==> config.mk <==
export PLATFORM = sky130hd
export DESIGN_NAME = imem_loader_flat
export DESIGN_NICKNAME = d
export VERILOG_FILES = /design/src/rtl/imem_loader_if.sv /design/src/rtl/imem_loader.sv /design/src/flat_wrapper.sv
export SDC_FILE = /design/constraint.sdc
export NUM_CORES = 1
export LEC_CHECK = 0
export CAP_MARGIN = 0
export CORE_MARGIN = 2
export CORE_UTILIZATION = 62
export DETAILED_ROUTE_END_ITERATION = 6
export GPL_TIMING_DRIVEN = 0
export HOLD_SLACK_MARGIN = 0.06
export PLACE_DENSITY_LB_ADDON = 0.25
export SYNTH_ARGS = -nofsm -noshare
export SYNTH_HDL_FRONTEND = slang
export SYNTH_SLANG_ARGS = --single-unit
==> constraint.sdc <==
create_clock -name clk -period 8.9 [get_ports clk]
set_clock_uncertainty 0.2 [all_clocks]
set_input_delay 1.78 -clock clk [delete_from_list [all_inputs] [get_ports clk]]
set_output_delay 1.78 -clock clk [all_outputs]
set_load 0.005 [all_outputs]
==> src/rtl/imem_loader_if.sv <==
// Bus between the boot controller / byte source and the instruction-memory loader.
// The master side drives start and the byte stream; the loader sits on the slave side.
interface imem_loader_if #(
    parameter int ADDR_WIDTH = 10
) ();
    logic                  i_start;
    logic                  i_rx_valid;
    logic [7:0]            i_rx_data;
    logic                  o_rx_ready;
    logic                  o_mem_we;
    logic [ADDR_WIDTH-1:0] o_mem_addr;
    logic [15:0]           o_mem_wdata;
    logic                  o_ctrl_Busy;
    logic                  o_done;
    logic                  o_err;
    logic [1:0]            o_err_code;

    modport master (
        output i_start, i_rx_valid, i_rx_data,
        input  o_rx_ready, o_mem_we, o_mem_addr, o_mem_wdata,
        input  o_ctrl_Busy, o_done, o_err, o_err_code
    );

    modport slave (
        input  i_start, i_rx_valid, i_rx_data,
        output o_rx_ready, o_mem_we, o_mem_addr, o_mem_wdata,
        output o_ctrl_Busy, o_done, o_err, o_err_code
    );
endinterface

==> src/rtl/imem_loader.sv <==
// Boot-image loader: parses a length/payload/checksum byte frame and writes
// little-endian halfwords into instruction memory while holding the pipeline stalled.
module imem_loader #(
    parameter int MEMORY_WIDTH = 16,
    parameter int MEMORY_DEPTH = 2**10,
    parameter int ADDR_WIDTH   = 10,
    parameter int BASE_ADDR    = 0,
    parameter int TIMEOUT      = 1024
) (
    input  logic           clk,
    input  logic           rst,
    imem_loader_if.slave   bus
);
    localparam logic [3:0] S_IDLE    = 4'd0;
    localparam logic [3:0] S_LEN_LO  = 4'd1;
    localparam logic [3:0] S_LEN_HI  = 4'd2;
    localparam logic [3:0] S_DATA_LO = 4'd3;
    localparam logic [3:0] S_DATA_HI = 4'd4;
    localparam logic [3:0] S_WRITE   = 4'd5;
    localparam logic [3:0] S_CHK     = 4'd6;
    localparam logic [3:0] S_DONE    = 4'd7;
    localparam logic [3:0] S_ERR     = 4'd8;

    localparam logic [16:0]   LIMIT  = 17'(MEMORY_DEPTH - BASE_ADDR);
    localparam int            TW     = $clog2(TIMEOUT + 1);
    localparam logic [TW-1:0] T_LAST = TW'(TIMEOUT - 1);

    logic [3:0]    state, state_next;
    logic [1:0]    code_next;
    logic [7:0]    len_lo, lo_byte, chk;
    logic [15:0]   len, k, len_in;
    logic [16:0]   k_inc;
    logic [TW-1:0] timer;
    logic          accept, start_ok;

    function automatic logic receiving(input logic [3:0] s);
        return s inside {S_LEN_LO, S_LEN_HI, S_DATA_LO, S_DATA_HI, S_CHK};
    endfunction

    function automatic logic stopped(input logic [3:0] s);
        return s inside {S_IDLE, S_DONE, S_ERR};
    endfunction

    always_comb begin
        accept     = bus.i_rx_valid && bus.o_rx_ready;
        start_ok   = bus.i_start && stopped(state);
        len_in     = {bus.i_rx_data, len_lo};
        k_inc      = {1'b0, k} + 17'd1;
        state_next = state;
        code_next  = bus.o_err_code;
        case (state)
            S_IDLE, S_DONE, S_ERR: begin
                if (start_ok) begin
                    state_next = S_LEN_LO;
                    code_next  = 2'd0;
                end
            end
            S_LEN_LO:  if (accept) state_next = S_LEN_HI;
            S_LEN_HI: begin
                if (accept) begin
                    if ({1'b0, len_in} > LIMIT) begin
                        state_next = S_ERR;
                        code_next  = 2'd1;
                    end else if (len_in == 16'd0) begin
                        state_next = S_CHK;
                    end else begin
                        state_next = S_DATA_LO;
                    end
                end
            end
            S_DATA_LO: if (accept) state_next = S_DATA_HI;
            S_DATA_HI: if (accept) state_next = S_WRITE;
            S_WRITE:   state_next = (k_inc < {1'b0, len}) ? S_DATA_LO : S_CHK;
            S_CHK: begin
                if (accept) begin
                    if (bus.i_rx_data == chk) begin
                        state_next = S_DONE;
                    end else begin
                        state_next = S_ERR;
                        code_next  = 2'd2;
                    end
                end
            end
            default:   state_next = S_IDLE;
        endcase
        // Idle-wait expiry overrides whatever the receiving state would do.
        if (bus.o_rx_ready && !bus.i_rx_valid && timer == T_LAST) begin
            state_next = S_ERR;
            code_next  = 2'd3;
        end
    end

    always_ff @(posedge clk or posedge rst) begin
        if (rst) begin
            state           <= S_IDLE;
            len_lo          <= '0;
            lo_byte         <= '0;
            chk             <= '0;
            len             <= '0;
            k               <= '0;
            timer           <= '0;
            bus.o_rx_ready  <= 1'b0;
            bus.o_mem_we    <= 1'b0;
            bus.o_mem_addr  <= '0;
            bus.o_mem_wdata <= '0;
            bus.o_ctrl_Busy <= 1'b0;
            bus.o_done      <= 1'b0;
            bus.o_err       <= 1'b0;
            bus.o_err_code  <= '0;
        end else begin
            state           <= state_next;
            bus.o_err_code  <= code_next;
            bus.o_rx_ready  <= receiving(state_next);
            bus.o_mem_we    <= (state_next == S_WRITE);
            bus.o_ctrl_Busy <= !stopped(state_next);
            bus.o_done      <= (state_next == S_DONE);
            bus.o_err       <= (state_next == S_ERR);

            if (start_ok) begin
                chk   <= '0;
                timer <= '0;
                k     <= '0;
            end else if (accept) begin
                timer <= '0;
            end else if (bus.o_rx_ready) begin
                timer <= timer + TW'(1);
            end

            if (accept) begin
                case (state)
                    S_LEN_LO:  len_lo <= bus.i_rx_data;
                    S_LEN_HI:  len    <= len_in;
                    S_DATA_LO: begin
                        lo_byte <= bus.i_rx_data;
                        chk     <= chk ^ bus.i_rx_data;
                    end
                    S_DATA_HI: begin
                        chk             <= chk ^ bus.i_rx_data;
                        bus.o_mem_addr  <= ADDR_WIDTH'(BASE_ADDR) + k[ADDR_WIDTH-1:0];
                        bus.o_mem_wdata <= MEMORY_WIDTH'({bus.i_rx_data, lo_byte});
                    end
                    default: ;
                endcase
            end

            if (state == S_WRITE) k <= k + 16'd1;
        end
    end
endmodule

==> src/flat_wrapper.sv <==
// flat-port wrapper written by rule: the top's interface ports become plain ports
module imem_loader_flat 
#(
    parameter int MEMORY_WIDTH = 16,
    parameter int MEMORY_DEPTH = 2**10,
    parameter int ADDR_WIDTH   = 10,
    parameter int BASE_ADDR    = 0,
    parameter int TIMEOUT      = 1024
)
  (clk, rst, bus_i_start, bus_i_rx_valid, bus_i_rx_data, bus_o_rx_ready, bus_o_mem_we, bus_o_mem_addr, bus_o_mem_wdata, bus_o_ctrl_Busy, bus_o_done, bus_o_err, bus_o_err_code);
  imem_loader_if #(.ADDR_WIDTH(ADDR_WIDTH)) bus_i ();
  input  logic clk;
  input  logic rst;
  input wire logic [$bits(bus_i.i_start)-1:0] bus_i_start;
  input wire logic [$bits(bus_i.i_rx_valid)-1:0] bus_i_rx_valid;
  input wire logic [$bits(bus_i.i_rx_data)-1:0] bus_i_rx_data;
  output wire logic [$bits(bus_i.o_rx_ready)-1:0] bus_o_rx_ready;
  output wire logic [$bits(bus_i.o_mem_we)-1:0] bus_o_mem_we;
  output wire logic [$bits(bus_i.o_mem_addr)-1:0] bus_o_mem_addr;
  output wire logic [$bits(bus_i.o_mem_wdata)-1:0] bus_o_mem_wdata;
  output wire logic [$bits(bus_i.o_ctrl_Busy)-1:0] bus_o_ctrl_Busy;
  output wire logic [$bits(bus_i.o_done)-1:0] bus_o_done;
  output wire logic [$bits(bus_i.o_err)-1:0] bus_o_err;
  output wire logic [$bits(bus_i.o_err_code)-1:0] bus_o_err_code;
  assign bus_i.i_start = bus_i_start;
  assign bus_i.i_rx_valid = bus_i_rx_valid;
  assign bus_i.i_rx_data = bus_i_rx_data;
  assign bus_o_rx_ready = bus_i.o_rx_ready;
  assign bus_o_mem_we = bus_i.o_mem_we;
  assign bus_o_mem_addr = bus_i.o_mem_addr;
  assign bus_o_mem_wdata = bus_i.o_mem_wdata;
  assign bus_o_ctrl_Busy = bus_i.o_ctrl_Busy;
  assign bus_o_done = bus_i.o_done;
  assign bus_o_err = bus_i.o_err;
  assign bus_o_err_code = bus_i.o_err_code;
  imem_loader #(.MEMORY_WIDTH(MEMORY_WIDTH), .MEMORY_DEPTH(MEMORY_DEPTH), .ADDR_WIDTH(ADDR_WIDTH), .BASE_ADDR(BASE_ADDR), .TIMEOUT(TIMEOUT)) u_core (.clk(clk), .rst(rst), .bus(bus_i));
endmodule
---- Word-level counts from Yosys, hierarchy flattened ----
Index checks and enable logic that the tools add are counted.
word-level totals
  memories ................................ 0
  latch bits .............................. 0
  word-level logic and storage cells ...... 93
  register bits after elaboration ......... 104
  RAM bits ................................ 0
  memory bits (read-only) ................. 0
  output and inout bits ................... 33
cells by class
  bitwise operators ....................... 1
  multiplexer cells ....................... 27
  shift operators ......................... 0
  reduce and logical (&&, ||, !) cells .... 22
  multiply operators ...................... 0
  div/mod/pow operators ................... 0
  $add $sub $neg .......................... 3
  equality and inequality tests ........... 23
  order comparisons ....................... 2
operator list
  cell                                                   number
  2-to-1 mux 4 bit                                       9
  2-to-1 mux 11 bit                                      3
  equality test 4 x 3 -> 1 bit, second input constant    8
  2-to-1 mux 16 bit                                      2
  one-hot mux 4 bit (7 select lines)                     1
  2-to-1 mux 8 bit                                       3
  adder 16 x 1 -> 17 bit, second input constant          1
  less-than comparator 17 x 16 -> 1 bit                  1
  adder 16 x 1 -> 16 bit, second input constant          1
  equality test 4 x 2 -> 1 bit, second input constant    4
  > comparator 16 x 11 -> 1 bit, second input constant   1
  zero test 16 bit                                       1
  2-to-1 mux 2 bit                                       6
  inequality test 3 x 1 -> 1 bit, second input constant  4
  adder 11 x 1 -> 11 bit, second input constant          1
  equality test 11 x 10 -> 1 bit, second input constant  1
  nonzero test 3 bit                                     3
  equality test 4 x 1 -> 1 bit, second input constant    2
  equality test 4 bit, second input constant             2
  equality test 8 bit                                    1
  zero test 4 bit                                        2
  AND reduction 2 bit                                    4
  XOR 8 bit                                              1
  2-to-1 mux 3 bit                                       2
  other kinds (10)                                       14

---- Logic depth before layout (Yosys ltp) ----
  word-level depth ........................ 9
  gate-level depth with buffers ........... 15

---- Least setup slack after synthesis ----
OpenSTA, ideal clock, no wires.
  path type ............................... input -> register
  start point ............................. input port bus_i_rx_data[0]
  end point ............................... register u_core.bus.o_rx_ready
  stages on the path ...................... 8
  setup slack ............................. 4.931 ns
  arrival time ............................ 3.704 ns
  library setup time ...................... 0.064 ns
  required time ........................... 8.636 ns
  path buffers ............................ 1
  cells stage by stage .................... buf_6 or4_4 or4_1 a41oi_1 o311ai_1 a31oi_2 nor3b_1 a21o_1
on the way
  cells in the longest elaborated chain, start to end .. 8
  elaborated cells between the ends (all ways) .. 16
  classes of those cells .................. order compare (1); eq/ne (6); mux (7); reduce/logical (2)
ends and longest elaborated chain
  what                                                                   line                  source
  start, declared                                                        flat_wrapper.sv:16    input wire logic [$bits(bus_i.i_rx_data)-1:0] bus_i_rx_data;
  branches (longest 4 deep; another with > comparator 16 x 11 -> 1 bit)  --
  one-hot mux 4 bit (7 select lines) *                                   imem_loader.sv:51     case (state)
  2-to-1 mux 4 bit *                                                     imem_loader.sv:87     if (bus.o_rx_ready && !bus.i_rx_valid && timer == T_LAST) begin
  equality test 4 x 1 -> 1 bit, or another cell as far along             imem_loader.sv:37     return s inside {S_LEN_LO, S_LEN_HI, S_DATA_LO, S_DATA_HI, S_CHK};
  nonzero test 5 bit *                                                   imem_loader.sv:37
  end signal, assigned                                                   imem_loader.sv:113    bus.o_rx_ready <= receiving(state_next);
  end, declared                                                          imem_loader_if.sv:26  output o_rx_ready, o_mem_we, o_mem_addr, o_mem_wdata,
Mark *: on every way between the ends.
A chain may end at the register's enable or synchronous reset.

---- Worst setup path in the final report ----
  start point ............................. input port bus_i_rx_valid
  end point ............................... register u_core.chk[4]
on the way
  cells in the longest elaborated chain, start to end .. 2
ends and longest elaborated chain
  what                  line                source
  start, declared       flat_wrapper.sv:15  input wire logic [$bits(bus_i.i_rx_valid)-1:0] bus_i_rx_valid;
  logical AND 1 bit     imem_loader.sv:45   accept = bus.i_rx_valid && bus.o_rx_ready;
  2-to-1 mux 8 bit      imem_loader.sv:129  if (accept) begin
  end signal, assigned  imem_loader.sv:135  chk <= chk ^ bus.i_rx_data;
  end signal, assigned  imem_loader.sv:138  chk <= chk ^ bus.i_rx_data;
  end, declared         imem_loader.sv:30   logic [7:0] len_lo, lo_byte, chk;
Every way passes these cells.

==> flow_metrics.env <==
export IMPL_cts_sinks=104
export IMPL_power_frac_comb=0.355
export IMPL_fin_crit_ns=4.43
export IMPL_hold_violations=0
export IMPL_p_sw_mw=0.572
export IMPL_power_total_mw=1.59
export IMPL_end_kind="flip-flop"
export IMPL_area_growth_pct=14.1
export IMPL_hp_class="flip-flop to flip-flop"
export IMPL_ys_ff_latch=104
export IMPL_synth_area_um2=5260
export IMPL_power_frac_seq=0.445
export IMPL_n_fill_cell=577
export IMPL_track_usage=0.286
export IMPL_drv_slew=0
export IMPL_synth_async_reset_ratio=1.00
export IMPL_ctsResizeCount=0
export IMPL_p_per_area_nw_per_um2=264
export IMPL_h_tree_depth=3
export IMPL_crit_path_max_fanout=10
export IMPL_ios=45
export IMPL_grt_first_pass_wirelength_um=20100
export IMPL_synth_cells=577
export IMPL_cts_root_buf="clkbuf_8"
export IMPL_synth_nets=606
export IMPL_critPathLaunchType="primary input"
export IMPL_dr_first_iter_drc_count=372
export IMPL_wl_per_cell_um=16.4
export IMPL_grt_max_degree=75
export IMPL_vias=4310
export IMPL_clock_path_buffers=2
export IMPL_layout_common_cells="147 x nand2_1, 104 x dfrtp_1, 67 x o21ai_0, 38 x nor2_1, 36 x clkdlybuf4s50_1"
export IMPL_tritoncts="done"
export IMPL_cts_hold_buf=0
export IMPL_yosysWarnings=0
export IMPL_ys_seq_area_frac=0.495
export IMPL_die_area_um2=9230
export IMPL_cts_inserted_buffers=9
export IMPL_final_nets=654
export IMPL_grt_overflow_total=0
export IMPL_swShare=0.360
export IMPL_core_um2=8220
export IMPL_worst_pin_slew_ns=0.802
export IMPL_route_detailed_drc=0
export IMPL_finalSetupViolations=0
export IMPL_die_w_um=96.1
export IMPL_die_y_um=96.1
export IMPL_grt_pass1_vias=4085
export IMPL_cts_setup_buffers=0
export IMPL_fin_crit_sh=0.498
export IMPL_cp_arrival_ns=4.49
export IMPL_required_ns=8.96
export IMPL_synth_edf_count=0
export IMPL_maxSlewHeadroom=0.462
export IMPL_leakagePower_nw=2.80
export IMPL_clk_pin_slew_ns=0.11
export IMPL_internal_power_mw=1.01
export IMPL_viasPerCell=5.86
export IMPL_gp_congestion=0.920
export IMPL_antenna_found_initial=0
export IMPL_totalWireLength_um=12100
export IMPL_post_dp_hpwl_um=8490
export IMPL_portBuffers=36
export IMPL_antenna_cells=0
export IMPL_start_util=0.640
export IMPL_drtAntennaViolNets=0
export IMPL_crit_type="primary input to flip-flop"
export IMPL_drive_above_1_share=0.0857
export IMPL_irDropWorstVdd_v=0.000179
export IMPL_status="finished clean"
export IMPL_synth_distinct_cells=61
export IMPL_postSynthAreaPerCell_um2=9.11
export IMPL_rows=33
export IMPL_final_common_cell="nand2_1"
export IMPL_fmax_mhz=226
export IMPL_rsz0062_at_grt="false"
export IMPL_synth_flop_cell="dfrtp_1"
export IMPL_maxCapViolations=0
export IMPL_power_share_clock=0.200
export IMPL_clock_latency_ns=0.37
export IMPL_tns_ns=0
export IMPL_first_pass_iters=5
-- final cells by class --
type,instances,area [um2],area share
Buffer,29,143,0.0238
Clock buffer,9,124,0.0206
Clock inverter,7,97.6,0.0163
Inverter,22,85.1,0.0142
Multi-Input combinational cell,422,2430,0.405
Sequential cell,104,2600,0.434
Tap cell,105,131,0.0219
Timing Repair Buffer,37,388,0.0647
-- sequential cells by signal, indices dropped and copies added, names as in the netlist, 2 cells and up --
signal / cells
u_core.bus.o_err_code: 2
u_core.len_lo: 8
u_core.chk: 8
u_core.k: 16
u_core.lo_byte: 8
u_core.len: 16
u_core.timer: 11
u_core.state: 4
u_core.bus.o_mem_wdata: 16
u_core.bus.o_mem_addr: 10
-- metal layers --
metal	track usage	part of all wire	wire, um
met1	0.411	0.45	5400
met2	0.436	0.48	5820
met3	0.0462	0.056	675
met4	0.118	0.014	174
met5	0	0	0
-- metrics by stage --
step | instances | util | worst slack, ns | area [um2] | hold WS (ns)
floorplan | 577 | - | 4.19 | 5260 | 0.235
CTS | 735 | 0.730 | 4.55 | 6000 | 0.286
global route | 735 | 0.730 | 4.23 | 6000 | 0.309
finish | 735 | 0.730 | 4.47 | 6000 | 0.282
global placement | 718 | 0.700 | 2.80 | 5750 | 0.245
detailed placement | 719 | 0.703 | 4.15 | 5780 | 0.253
-- cells by family (layout without fill, tap and decap cells) --
family	count (synthesis)	in the layout	synth area share
flip-flops	104	104	0.495
AO/OA/AOI/OAI	116	116	0.134
adder cells (fa/ha/maj)	17	17	0.0405
multiplexers	18	18	0.0383
XOR/XNOR	26	26	0.0433
AND/OR/NAND/NOR	245	245	0.206
buffers and inverters	51	104	0.0428
-- synth_stat cells (3+ instances only) --
master	instances	area [um2]
nand3_1	16	80.1
xor2_1	18	158
buf_6	3	33.8
nand4_1	4	25.0
nand2_1	147	552
nand2b_1	3	18.8
o21a_1	5	37.5
o21ai_0	67	335
nor4_1	3	18.8
xnor2_1	8	70.1
inv_1	21	78.8
nor3b_1	5	37.5
ha_1	17	213
mux2_2	17	191
nor3_1	4	20.0
nor2_1	38	143
and3_1	8	50.1
or4_1	4	30.0
o211ai_1	5	37.5
clkbuf_1	20	75.1
a21oi_1	11	55.1
a22o_1	4	35.0
dfrtp_1	104	2600
-- critical path, cell delays in order --
cell and delay [ns]:
clkdlybuf4s50_1 0.65, nand2_1 0.23, nor3_2 0.72, nand2b_1 0.19, clkbuf_1 0.35, nor2_1 0.22, o21ai_0 0.24, o21ai_0 0.11
-- path summary, 6_finish.rpt --
check	cells after the start	slack [ns]	end	from
setup / recovery	8	4.47	u_core.chk[4]	bus_i_rx_valid
hold / removal	2	0.28	u_core.bus.o_mem_wdata[14]	u_core.bus.o_mem_wdata[14]
setup reg to reg	15	4.68	u_core.bus.o_ctrl_Busy	u_core.k[0]
hold reg to reg	2	0.28	u_core.bus.o_mem_wdata[14]	u_core.bus.o_mem_wdata[14]
max in group asynchronous	3	6.28	u_core.bus.o_mem_addr[5]	rst
min in group asynchronous	2	1.54	u_core.chk[6]	rst
-- power by group through the flow --
stage	combinational (mW)	sequential [mW]	clock, mW
3_5_place_dp	0.554	0.713	0
6_report	0.563	0.706	0.318
4_1_cts	0.557	0.704	0.323
5_1_grt	0.624	0.721	0.341
3_3_place_gp	0.524	0.706	0
2_1_floorplan	0.356	0.697	0
Power figures use the tool's default switching activity.
